**src/rtl/mem_stage_sb_if.sv**
```systemverilog
// Data-memory request/response bus of the MEM stage.
// The stage drives it as master; the data memory answers as slave.
interface mem_stage_sb_if #(
    parameter int XLEN = 32
);
    logic            MEM_REQ;
    logic            MEM_WE;
    logic [XLEN-1:0] MEM_ADDR;
    logic [XLEN-1:0] MEM_WDATA;
    logic [2:0]      MEM_FUNC3;
    logic [XLEN-1:0] MEM_RDATA;
    logic            MEM_ACK;

    modport master (
        output MEM_REQ, MEM_WE, MEM_ADDR, MEM_WDATA, MEM_FUNC3,
        input  MEM_RDATA, MEM_ACK
    );

    modport slave (
        input  MEM_REQ, MEM_WE, MEM_ADDR, MEM_WDATA, MEM_FUNC3,
        output MEM_RDATA, MEM_ACK
    );
endinterface

```
**src/rtl/mem_stage_sb.sv**
```systemverilog
// RV32 MEM stage with a FIFO store buffer, load priority over draining and load/store address hazard stall.
// Define MEM_STAGE_SB_BYPASS_EN to let a load take data from the youngest identical-address buffered SW.
module mem_stage_sb #(
    parameter int XLEN     = 32,
    parameter int SB_DEPTH = 4
) (
    input  logic                       CLK,
    input  logic                       RESET,
    input  logic                       MEM_READ_EN_EXMEM,
    input  logic                       MEM_WRITE_EN_EXMEM,
    input  logic [2:0]                 FUNC3_EXMEM,
    input  logic [XLEN-1:0]            RESULT,
    input  logic [XLEN-1:0]            REG_DATA_2_EXMEM,
    input  logic [4:0]                 RS2_ADDR_EXMEM,
    input  logic                       REG_WRITE_EN_WB,
    input  logic [4:0]                 REG_WRITE_ADDR_WB,
    input  logic [XLEN-1:0]            WB_DATA,
    mem_stage_sb_if.master             mem,
    output logic [XLEN-1:0]            READ_DATA,
    output logic                       MEM_BUSYWAIT,
    output logic [$clog2(SB_DEPTH):0]  SB_COUNT
);
    localparam int PW = $clog2(SB_DEPTH);
    localparam int CW = PW + 1;

    localparam logic [2:0] F3_LB  = 3'b000;
    localparam logic [2:0] F3_LH  = 3'b001;
    localparam logic [2:0] F3_LW  = 3'b010;
    localparam logic [2:0] F3_LBU = 3'b100;
    localparam logic [2:0] F3_LHU = 3'b101;

    typedef enum logic [1:0] {IDLE, DRAIN, LOAD} state_t;

    state_t          state_q, state_d;
    logic [XLEN-1:0] sb_addr_q  [SB_DEPTH];
    logic [XLEN-1:0] sb_data_q  [SB_DEPTH];
    logic [2:0]      sb_func3_q [SB_DEPTH];
    logic [PW-1:0]   wr_ptr_q, wr_ptr_d, rd_ptr_q, rd_ptr_d;
    logic [CW-1:0]   count_q, count_d;
    logic            mem_req_q, mem_req_d, mem_we_q, mem_we_d;
    logic [XLEN-1:0] mem_addr_q, mem_addr_d, mem_wdata_q, mem_wdata_d;
    logic [2:0]      mem_func3_q, mem_func3_d;
    logic [XLEN-1:0] read_data_q, read_data_d;
    logic            load_done_q, load_done_d;

    logic [SB_DEPTH-1:0] entry_valid, entry_match;
    logic                hazard, sb_full, do_enq, do_pop, load_pending, bypass_hit;
    logic [XLEN-1:0]     store_data, bypass_data;

    function automatic logic [XLEN-1:0] extend_load(input logic [2:0] f3, input logic [1:0] off,
                                                     input logic [XLEN-1:0] word);
        logic [7:0]      b;
        logic [15:0]     h;
        logic [XLEN-1:0] r;
        b = word[{off, 3'b000} +: 8];
        h = off[1] ? word[31:16] : word[15:0];
        case (f3)
            F3_LB:   r = {{(XLEN-8){b[7]}}, b};
            F3_LH:   r = {{(XLEN-16){h[15]}}, h};
            F3_LBU:  r = {{(XLEN-8){1'b0}}, b};
            F3_LHU:  r = {{(XLEN-16){1'b0}}, h};
            default: r = word;
        endcase
        return r;
    endfunction

    // Entry validity comes from its age relative to the read pointer.
    for (genvar gi = 0; gi < SB_DEPTH; gi++) begin : g_entry
        logic [PW-1:0] age;
        assign age             = PW'(gi) - rd_ptr_q;
        assign entry_valid[gi] = CW'(age) < count_q;
        assign entry_match[gi] = entry_valid[gi] && (sb_addr_q[gi][XLEN-1:2] == RESULT[XLEN-1:2]);
    end

    assign hazard       = |entry_match;
    assign sb_full      = (count_q == CW'(SB_DEPTH));
    assign do_enq       = MEM_WRITE_EN_EXMEM && !sb_full;
    assign load_pending = MEM_READ_EN_EXMEM && !load_done_q;
    assign store_data   = (REG_WRITE_EN_WB && (REG_WRITE_ADDR_WB == RS2_ADDR_EXMEM) && (RS2_ADDR_EXMEM != 5'd0))
                          ? WB_DATA : REG_DATA_2_EXMEM;

`ifdef MEM_STAGE_SB_BYPASS_EN
    logic [PW-1:0] scan_idx, young_idx;
    logic          young_found;

    // Scan oldest to youngest so the last hit is the youngest match.
    always_comb begin
        scan_idx    = rd_ptr_q;
        young_idx   = rd_ptr_q;
        young_found = 1'b0;
        for (int k = 0; k < SB_DEPTH; k++) begin
            scan_idx = rd_ptr_q + PW'(k);
            if (entry_match[scan_idx]) begin
                young_idx   = scan_idx;
                young_found = 1'b1;
            end
        end
    end

    assign bypass_hit  = load_pending && (state_q != LOAD) && young_found
                         && (sb_func3_q[young_idx] == F3_LW) && (sb_addr_q[young_idx] == RESULT);
    assign bypass_data = extend_load(FUNC3_EXMEM, RESULT[1:0], sb_data_q[young_idx]);
`else
    assign bypass_hit  = 1'b0;
    assign bypass_data = '0;
`endif

    always_comb begin
        state_d     = state_q;
        wr_ptr_d    = wr_ptr_q;
        rd_ptr_d    = rd_ptr_q;
        mem_req_d   = mem_req_q;
        mem_we_d    = mem_we_q;
        mem_addr_d  = mem_addr_q;
        mem_wdata_d = mem_wdata_q;
        mem_func3_d = mem_func3_q;
        read_data_d = read_data_q;
        load_done_d = 1'b0;
        do_pop      = 1'b0;

        case (state_q)
            IDLE: begin
                if (load_pending && !hazard) begin
                    state_d     = LOAD;
                    mem_req_d   = 1'b1;
                    mem_we_d    = 1'b0;
                    mem_addr_d  = RESULT;
                    mem_wdata_d = '0;
                    mem_func3_d = FUNC3_EXMEM;
                end else if (count_q != '0) begin
                    state_d     = DRAIN;
                    mem_req_d   = 1'b1;
                    mem_we_d    = 1'b1;
                    mem_addr_d  = sb_addr_q[rd_ptr_q];
                    mem_wdata_d = sb_data_q[rd_ptr_q];
                    mem_func3_d = sb_func3_q[rd_ptr_q];
                end
            end
            DRAIN: begin
                if (mem.MEM_ACK) begin
                    state_d   = IDLE;
                    mem_req_d = 1'b0;
                    mem_we_d  = 1'b0;
                    do_pop    = 1'b1;
                end
            end
            LOAD: begin
                if (mem.MEM_ACK) begin
                    state_d     = IDLE;
                    mem_req_d   = 1'b0;
                    read_data_d = extend_load(mem_func3_q, mem_addr_q[1:0], mem.MEM_RDATA);
                    load_done_d = 1'b1;
                end
            end
            default: state_d = IDLE;
        endcase

        if (bypass_hit) begin
            read_data_d = bypass_data;
            load_done_d = 1'b1;
        end

        if (do_enq) wr_ptr_d = wr_ptr_q + 1'b1;
        if (do_pop) rd_ptr_d = rd_ptr_q + 1'b1;
        count_d = count_q + CW'(do_enq) - CW'(do_pop);
    end

    always_ff @(posedge CLK) begin
        if (!RESET) begin
            state_q     <= IDLE;
            wr_ptr_q    <= '0;
            rd_ptr_q    <= '0;
            count_q     <= '0;
            mem_req_q   <= 1'b0;
            mem_we_q    <= 1'b0;
            mem_addr_q  <= '0;
            mem_wdata_q <= '0;
            mem_func3_q <= '0;
            read_data_q <= '0;
            load_done_q <= 1'b0;
        end else begin
            state_q     <= state_d;
            wr_ptr_q    <= wr_ptr_d;
            rd_ptr_q    <= rd_ptr_d;
            count_q     <= count_d;
            mem_req_q   <= mem_req_d;
            mem_we_q    <= mem_we_d;
            mem_addr_q  <= mem_addr_d;
            mem_wdata_q <= mem_wdata_d;
            mem_func3_q <= mem_func3_d;
            read_data_q <= read_data_d;
            load_done_q <= load_done_d;
        end
    end

    // Payload storage needs no reset: validity is tracked by the pointers and count.
    always_ff @(posedge CLK) begin
        if (do_enq) begin
            sb_addr_q[wr_ptr_q]  <= RESULT;
            sb_data_q[wr_ptr_q]  <= store_data;
            sb_func3_q[wr_ptr_q] <= FUNC3_EXMEM;
        end
    end

    assign mem.MEM_REQ   = mem_req_q;
    assign mem.MEM_WE    = mem_we_q;
    assign mem.MEM_ADDR  = mem_addr_q;
    assign mem.MEM_WDATA = mem_wdata_q;
    assign mem.MEM_FUNC3 = mem_func3_q;
    assign READ_DATA     = read_data_q;
    assign SB_COUNT      = count_q;
    assign MEM_BUSYWAIT  = RESET && (load_pending || (MEM_WRITE_EN_EXMEM && sb_full));
endmodule

```
**src/flat_wrapper.sv**
```systemverilog
// flat-port wrapper written by rule: the top's interface ports become plain ports
module mem_stage_sb_flat 
#(
    parameter int XLEN     = 32,
    parameter int SB_DEPTH = 4
)
  (CLK, RESET, MEM_READ_EN_EXMEM, MEM_WRITE_EN_EXMEM, FUNC3_EXMEM, RESULT, REG_DATA_2_EXMEM, RS2_ADDR_EXMEM, REG_WRITE_EN_WB, REG_WRITE_ADDR_WB, WB_DATA, READ_DATA, MEM_BUSYWAIT, SB_COUNT, mem_MEM_REQ, mem_MEM_WE, mem_MEM_ADDR, mem_MEM_WDATA, mem_MEM_FUNC3, mem_MEM_RDATA, mem_MEM_ACK);
  mem_stage_sb_if #(.XLEN(XLEN)) mem_i ();
  input  logic CLK;
  input  logic RESET;
  input  logic MEM_READ_EN_EXMEM;
  input  logic MEM_WRITE_EN_EXMEM;
  input  logic [2:0] FUNC3_EXMEM;
  input  logic [XLEN-1:0] RESULT;
  input  logic [XLEN-1:0] REG_DATA_2_EXMEM;
  input  logic [4:0] RS2_ADDR_EXMEM;
  input  logic REG_WRITE_EN_WB;
  input  logic [4:0] REG_WRITE_ADDR_WB;
  input  logic [XLEN-1:0] WB_DATA;
  output logic [XLEN-1:0] READ_DATA;
  output logic MEM_BUSYWAIT;
  output logic [$clog2(SB_DEPTH):0] SB_COUNT;
  output wire logic [$bits(mem_i.MEM_REQ)-1:0] mem_MEM_REQ;
  output wire logic [$bits(mem_i.MEM_WE)-1:0] mem_MEM_WE;
  output wire logic [$bits(mem_i.MEM_ADDR)-1:0] mem_MEM_ADDR;
  output wire logic [$bits(mem_i.MEM_WDATA)-1:0] mem_MEM_WDATA;
  output wire logic [$bits(mem_i.MEM_FUNC3)-1:0] mem_MEM_FUNC3;
  input wire logic [$bits(mem_i.MEM_RDATA)-1:0] mem_MEM_RDATA;
  input wire logic [$bits(mem_i.MEM_ACK)-1:0] mem_MEM_ACK;
  assign mem_MEM_REQ = mem_i.MEM_REQ;
  assign mem_MEM_WE = mem_i.MEM_WE;
  assign mem_MEM_ADDR = mem_i.MEM_ADDR;
  assign mem_MEM_WDATA = mem_i.MEM_WDATA;
  assign mem_MEM_FUNC3 = mem_i.MEM_FUNC3;
  assign mem_i.MEM_RDATA = mem_MEM_RDATA;
  assign mem_i.MEM_ACK = mem_MEM_ACK;
  mem_stage_sb #(.XLEN(XLEN), .SB_DEPTH(SB_DEPTH)) u_core (.CLK(CLK), .RESET(RESET), .MEM_READ_EN_EXMEM(MEM_READ_EN_EXMEM), .MEM_WRITE_EN_EXMEM(MEM_WRITE_EN_EXMEM), .FUNC3_EXMEM(FUNC3_EXMEM), .RESULT(RESULT), .REG_DATA_2_EXMEM(REG_DATA_2_EXMEM), .RS2_ADDR_EXMEM(RS2_ADDR_EXMEM), .REG_WRITE_EN_WB(REG_WRITE_EN_WB), .REG_WRITE_ADDR_WB(REG_WRITE_ADDR_WB), .WB_DATA(WB_DATA), .mem(mem_i), .READ_DATA(READ_DATA), .MEM_BUSYWAIT(MEM_BUSYWAIT), .SB_COUNT(SB_COUNT));
endmodule
```
**config.mk**
```make
export PLATFORM = sky130hd
export DESIGN_NAME = mem_stage_sb_flat
export DESIGN_NICKNAME = d
export VERILOG_FILES = /design/src/rtl/mem_stage_sb_if.sv /design/src/rtl/mem_stage_sb.sv /design/src/flat_wrapper.sv
export SDC_FILE = /design/constraint.sdc
export NUM_CORES = 1
export LEC_CHECK = 0
export ABC_AREA = 1
export ABC_CLOCK_PERIOD_IN_PS = 3900
export CELL_PAD_IN_SITES_DETAIL_PLACEMENT = 1
export CELL_PAD_IN_SITES_GLOBAL_PLACEMENT = 2
export CORE_MARGIN = 2
export CORE_UTILIZATION = 30
export DETAILED_ROUTE_END_ITERATION = 10
export PLACE_DENSITY_LB_ADDON = 0.1
export SLEW_MARGIN = 10
export SYNTH_ARGS = -nofsm -noshare
export SYNTH_HDL_FRONTEND = slang
export SYNTH_SLANG_ARGS = --single-unit
```
**constraint.sdc**
```tcl
create_clock -name CLK -period 3.9 [get_ports CLK]
set_clock_uncertainty 0.2 [all_clocks]
set_input_delay 0.585 -clock CLK [delete_from_list [all_inputs] [get_ports CLK]]
set_output_delay 0.585 -clock CLK [all_outputs]
set_load 0.05 [all_outputs]
```
==> results of run 1 <==
## worst max-delay path: stages (launching register included)
cell and delay [ps]:
dfxtp_1 630, buf_4 230, buf_4 170, clkdlybuf4s50_1 820
## cell families (layout without fill, tap and decap cells)
kind of cell	count (synthesis)	count (layout)	share of synthesized area
buffers and inverters	282	532	0.0639
adder cells (fa/ha/maj)	14	14	0.0104
other	0	2	0
multiplexers	1	1	0.000569
AND/OR/NAND/NOR	736	736	0.162
XOR/XNOR	92	92	0.0458
AO/OA/AOI/OAI	422	422	0.131
flip-flops	381	381	0.586
## synth_stat cells, types with 7 or more instances
cell type,number,area (um^2)
nand2_1,433,1630
edfxtp_1,268,8050
nor2_1,259,972
o21ai_0,233,1170
inv_1,156,586
dfxtp_1,113,2260
a21oi_1,96,480
clkbuf_1,71,267
xor2_1,58,508
o22ai_1,43,269
xnor2_1,34,298
buf_2,26,130
o221ai_1,23,201
nand4_1,15,93.8
clkbuf_2,14,70.1
ha_1,13,163
nand3_1,13,65.1
nor3_1,10,50.1
o21ai_1,10,50.1
o32ai_1,7,61.3
## state kept, by name, summed over array words and instances (netlist names), named ones only
| name | flops |
|---|---|
| u_core.READ_DATA | 32 |
| u_core.mem.MEM_WE | 1 |
| u_core.mem.MEM_REQ | 1 |
| u_core.mem.MEM_WDATA | 32 |
| u_core.mem.MEM_FUNC3 | 3 |
| u_core.rd_ptr_q | 2 |
| u_core.wr_ptr_q | 2 |
| u_core.mem.MEM_ADDR | 32 |
| u_core.SB_COUNT | 3 |
| u_core.sb_func3_q | 12 |
| u_core.load_done_q | 1 |
| u_core.state_q | 2 |
| u_core.sb_data_q | 128 |
| u_core.sb_addr_q | 128 |
## routing by layer
metal  GRT usage  vias to the layer above  share of wire
li1            -                     6863              -
met1       0.246                     6832           0.47
met2       0.305                      240           0.47
met3      0.0304                       78          0.042
met4      0.0512                        2          0.021
met5           0                        -        0.00021
## metrics by stage
stage,std cells,cell area [um^2]
2_1_floorplan,1928,17600
3_3_place_gp,2859,21000
3_5_place_dp,2859,21000
4_1_cts,2943,22500
5_1_grt,2944,22500
6_report,2945,22500
## final timing paths
path,cells past startpoint,slack (ps),end
setup / recovery,3,690,mem_MEM_ADDR[1]
hold / removal,2,270,u_core.mem.MEM_ADDR[26]
setup reg to reg,14,790,u_core.mem.MEM_ADDR[31]
hold reg to reg,2,270,u_core.mem.MEM_ADDR[26]
## area by class of cell
class / count / area (um^2) / area share
diodes: 2 / 5.00 / 0.000223
repair buffers: 287 / 2940 / 0.131
flip-flops and latches: 381 / 10300 / 0.459
clock buffers: 67 / 1250 / 0.0556
multi-input cells: 1265 / 6210 / 0.277
well taps: 765 / 957 / 0.0426
inverters: 161 / 606 / 0.0270
clock inverters: 17 / 181 / 0.00808
## power by group
| part | switching [mW] | total [mW] | internal (mW) |
|---|---|---|---|
| Combinational | 3.31 | 4.85 | 1.55 |
| Clock | 1.71 | 4.13 | 2.42 |
| Sequential | 0.346 | 5.32 | 4.98 |
==> impl_metrics.csv, run 1 <==
group,metric,value,unit
floorplanning,fp.dieH,246,um
floorplanning,core,57800,um^2
power_and_ir_drop,powerDensity,637,nW/um^2
clock_tree,clkTransAtPathRegs,60,ps
status,outcome,"completed",
setup_path,arrival,2430,ps
route,vias,14000,
power_and_ir_drop,leakage,8.73,nW
sta,whs,265,ps
sta,finalSetupViolCount,0,
global_routing,grt-ovfl-total,0,
synth,ys_seq_area_frac,0.586,
clock_tree,cts-resized-gates,0,
sta,worstMarginPinSlew,1150,ps
setup_path,required,3120,ps
route,wirelength,55900,um
clock_tree,postCtsHoldBufs,0,
clock_tree,cts_buffers,45,
setup_path,cp_max_fo,11,
sta,relSlewSlack,0.231,
clock_tree,clkSinkCount,381,
final_layout,layout_commonest_cell,"nand2_1",
setup_path,critical_path_class,"flip-flop to primary output",
floorplanning,die_area,60600,um^2
clock_tree,postCtsSetupBuffers,0,
power_and_ir_drop,power,14.3,mW
synth,synthCells,1928,
synth,synth.distinct_cells,40,
synth,synth_edf_count,268,
synth,syn-num-nets,2089,
clock_tree,insertion_delay,580,ps
final_layout,syn_to_final_growth,27.7,%
sta,setup_ws,685,ps
flow_run,cap_violations,0,
synth,async_flop_share,0,
route,drt-vias-per-instance,4.76,
global_routing,grt_pass1_wl,85600,um
synth,synthesis.area,17600,um^2
sta,timing.fmax,0.311,GHz
placement,dp_hpwl,36100,um
global_routing,grt_start_max_net_pins,96,
final_layout,mostFrequentLayoutCells,"433 x nand2_1, 268 x edfxtp_1, 255 x nor2_1",
global_routing,grt_usage,0.184,
placement,gp_congestion,0.774,
worst_hold_path,hp-class,"flip-flop to flip-flop",
final_layout,drive_gt1_frac,0.0533,
final_layout,nFillCells,6658,
route,wl_per_cell,19.0,um
clock_tree,root_buffer,"clkbuf_16",
route,drt-pass1-iter-count,5,
floorplanning,fp-row-count,88,
sta,layout_worst_path_cycle_share,0.824,
clock_tree,cts_tree,"yes",
placement,pre_cts_slack,254,ps
sta,rsz0062_at_grt,"no",
floorplanning,io_pins,252,
sta,finalSetupTns,0,ps
placement,io_buffers,251,
floorplanning,start_util,0.304,
route,drt_iter0_markers,639,
synth,synth_ff_type,"edfxtp_1",
floorplanning,chipWidth,246,um
sta,fin_crit,3210,ps
global_routing,antenna_found_initial,4,
setup_path,startpoint_type,"flip-flop",
worst_hold_path,hold_start,"u_core.mem.MEM_ADDR[26]",
setup_path,end_kind,"primary output",
sta,drv_slew,0,
setup_path,r2r-start,"u_core.SB_COUNT[1]",
final_layout,final_nets,2302,
route,drcViolationCount,0,
synth,yosys_warnings,0,
sta,hold_viol_final,0,
global_routing,grt_pass1_vias,14500,
power_and_ir_drop,ir_drop,0.000294,V
clock_tree,h-tree-depth,2,
synth,syn_area_per_cell,9.13,um^2
synth,ys_ff_latch,381,
route,antenna_left,0,
final_layout,finish.utilization,0.389,
clock_tree,cts_buffer_depth,3,
setup_path,startpoint,"u_core.mem.MEM_ADDR[1]",
(Power assumes the default switching activity.)
==> run 2: changes to the inputs <==
- ABC_CLOCK_PERIOD_IN_PS: 3900 -> 2700
- clock period: 3.9 -> 2.7 ns (I/O delays scaled with it)
==> run 2 against run 1 <==
The run now ends with negative setup slack left; clock-buffer cell count shrank 6; total power grew 62%; setup slack lost 760 ps; worst hold slack lost 160 ps; global-route usage grew 0.47 points; register-to-register slack lost 860 ps; sequential share of layout area shrank 4.0 points; core utilization grew 3.7 points; final area grew 9.5%; critical path depth grew 13; critical endpoint is now u_core.mem.MEM_ADDR[16]; largest cell class unchanged.
==> impl_metrics.csv, run 2 (same netlist as run 1, synthesis figures left out) <==
group,metric,value,unit
floorplanning,chipWidth,246,um
final_layout,syn_to_final_growth,39.8,%
route,drt_iter0_markers,621,
setup_path,startpoint_type,"flip-flop",
setup_path,r2r_cells,16,
power_and_ir_drop,leakage,9.77,nW
final_layout,drive_gt1_frac,0.167,
global_routing,grt-ovfl-total,0,
route,antenna_left,0,
route,vias,14600,
sta,hold_viol_final,0,
global_routing,grt_pass1_vias,15200,
power_and_ir_drop,swShare,0.371,
setup_path,end_kind,"flip-flop",
final_layout,largest_registers,"u_core.sb_addr_q (128), u_core.sb_data_q (128)",
global_routing,busiest_layer,"met2",
sta,setup_ws,-72.0,ps
power_and_ir_drop,p_int,14.6,mW
power_and_ir_drop,ir_drop,0.000465,V
floorplanning,fp.dieH,246,um
sta,fin_crit,2770,ps
power_and_ir_drop,pwr-share-clk,0.281,
global_routing,met2_usage,0.328,
placement,io_buffers,251,
sta,rsz0062_at_grt,"yes",
clock_tree,cts_tree,"yes",
final_layout,seq_area,10300,um^2
floorplanning,core,57800,um^2
final_layout,stdcell_area,24600,um^2
sta,drv_slew,0,
sta,worstMarginPinSlew,654,ps
clock_tree,root_buffer,"clkbuf_16",
final_layout,final_nets,2442,
power_and_ir_drop,powerDensity,941,nW/um^2
floorplanning,io_pins,252,
global_routing,grt_pass1_wl,87700,um
clock_tree,h-tree-depth,2,
power_and_ir_drop,power,23.1,mW
clock_tree,clkTransAtPathRegs,60,ps
worst_hold_path,hp-class,"input pin to flip-flop",
clock_tree,clkSinkCount,381,
route,wl_per_cell,19.3,um
clock_tree,insertion_delay,580,ps
sta,relSlewSlack,0.559,
route,drcViolationCount,0,
global_routing,grt_start_max_net_pins,90,
setup_path,critical_path_class,"flip-flop to flip-flop",
global_routing,grt_use_met3,0.0338,
clock_tree,cts_buffer_depth,3,
global_routing,antenna_found_initial,2,
route,drt-vias-per-instance,4.73,
setup_path,required,2940,ps
global_routing,grt_usage,0.188,
global_routing,met1_usage,0.240,
floorplanning,die_area,60600,um^2
final_layout,nFillCells,6562,
final_layout,finish.utilization,0.426,
floorplanning,start_util,0.304,
route,drt-pass1-iter-count,4,
placement,dp_hpwl,38700,um
placement,gp_congestion,0.780,
placement,placed_area,22000,um^2
sta,layout_worst_path_cycle_share,1.03,
final_layout,multiInputGateArea,6650,um^2
floorplanning,fp-row-count,88,
setup_path,arrival,3010,ps
route,wirelength,59400,um
setup_path,cp_max_fo,8,
final_layout,layout_commonest_cell,"nand2_1",
sta,timing.fmax,0.361,GHz
worst_hold_path,min_path_cells,2,
final_layout,diodes,0,
sta,whs,104,ps
status,violations,"negative setup slack",
power_and_ir_drop,switching_power,8.59,mW
final_layout,mostFrequentLayoutCells,"376 x nand2_1, 268 x edfxtp_1, 245 x clkdlybuf4s50_1",
power_and_ir_drop,p_seq_frac,0.334,
flow_run,cap_violations,0,
clock_tree,cts_buffers,46,
status,outcome,"finished with violations",
sta,finalSetupViolCount,46,
power_and_ir_drop,power_frac_comb,0.386,
## run 2: cell types whose count changed in the layout (fill, tap and decap cells not counted), moves of 21 or more
cell / delta
buf_4: +100
nand2_1: -57
nand2_2: +44
nor2_1: -25
nor2_2: +21
## run 2: path summary, 6_finish.rpt
kind	slack, ps	start	to
setup / recovery	-70	u_core.rd_ptr_q[1]	u_core.mem.MEM_ADDR[16]
hold / removal	100	RESULT[14]	u_core.sb_addr_q[3][14]
setup reg to reg	-70	u_core.rd_ptr_q[1]	u_core.mem.MEM_ADDR[16]
hold reg to reg	260	u_core.mem.MEM_ADDR[30]	u_core.mem.MEM_ADDR[30]
## run 2: power by group through the flow
stage | sequential [mW] | clock (mW) | combinational [mW]
floorplan | 9.31 | 0 | 2.90
global placement | 7.81 | 0 | 7.42
detailed placement | 7.82 | 0 | 7.53
CTS | 7.71 | 6.67 | 8.15
global route | 7.82 | 6.88 | 9.64
finish | 7.72 | 6.49 | 8.93
## run 2: routing by layer
| metal | vias to the layer above | routed length, um |
|---|---|---|
| li1 | 7166 | - |
| met1 | 7087 | 26600 |
| met2 | 249 | 29200 |
| met3 | 81 | 2280 |
| met4 | 4 | 1280 |
| met5 | - | 23 |
## run 2: per-stage QoR
| step | worst slack, ps | setup TNS [ps] | std cells |
|---|---|---|---|
| 6_report | -72.0 | -1350 | 3084 |
| 5_1_grt | -186 | -7660 | 3084 |
| 4_1_cts | -42.0 | -446 | 3071 |
| 3_5_place_dp | -753 | -61790 | 2972 |
| 3_3_place_gp | -702 | -52030 | 2972 |
| 2_1_floorplan | 135 | 0 | 1928 |
## run 2: critical path: stages (launching register included)
cell and delay [ps]:
dfxtp_2 340, xor2_1 190, inv_1 90, ha_1 270, a21boi_2 160, o21ai_2 170, nand4_1 130, nor2_2 150
nor2_4 60, nand2_4 100, buf_12 110, a21oi_4 50, buf_12 140, buf_12 160, clkbuf_16 170, nand2_2 90
a21oi_2 50
## run 2: area by class of cell
type,instances,share of cell area
sequential,381,0.419
multi-input combinational,1265,0.270
timing repair buffer,426,0.181
clock buffer,61,0.0524
tap,765,0.0389
inverter,161,0.0247
clock inverter,25,0.0128
## run 2: timing repair
| item | in CTS | in global routing |
|---|---|---|
| pin swaps | 11 | 30 |
| hold buffers | 0 | 1 |
| gates resized for setup | 34 | 125 |
| endpoints found under the setup margin | 71 | 77 |
| endpoints found under the hold margin | 0 | 1 |
| cloned | 3 | 10 |
| buffers inserted | 11 | 4 |
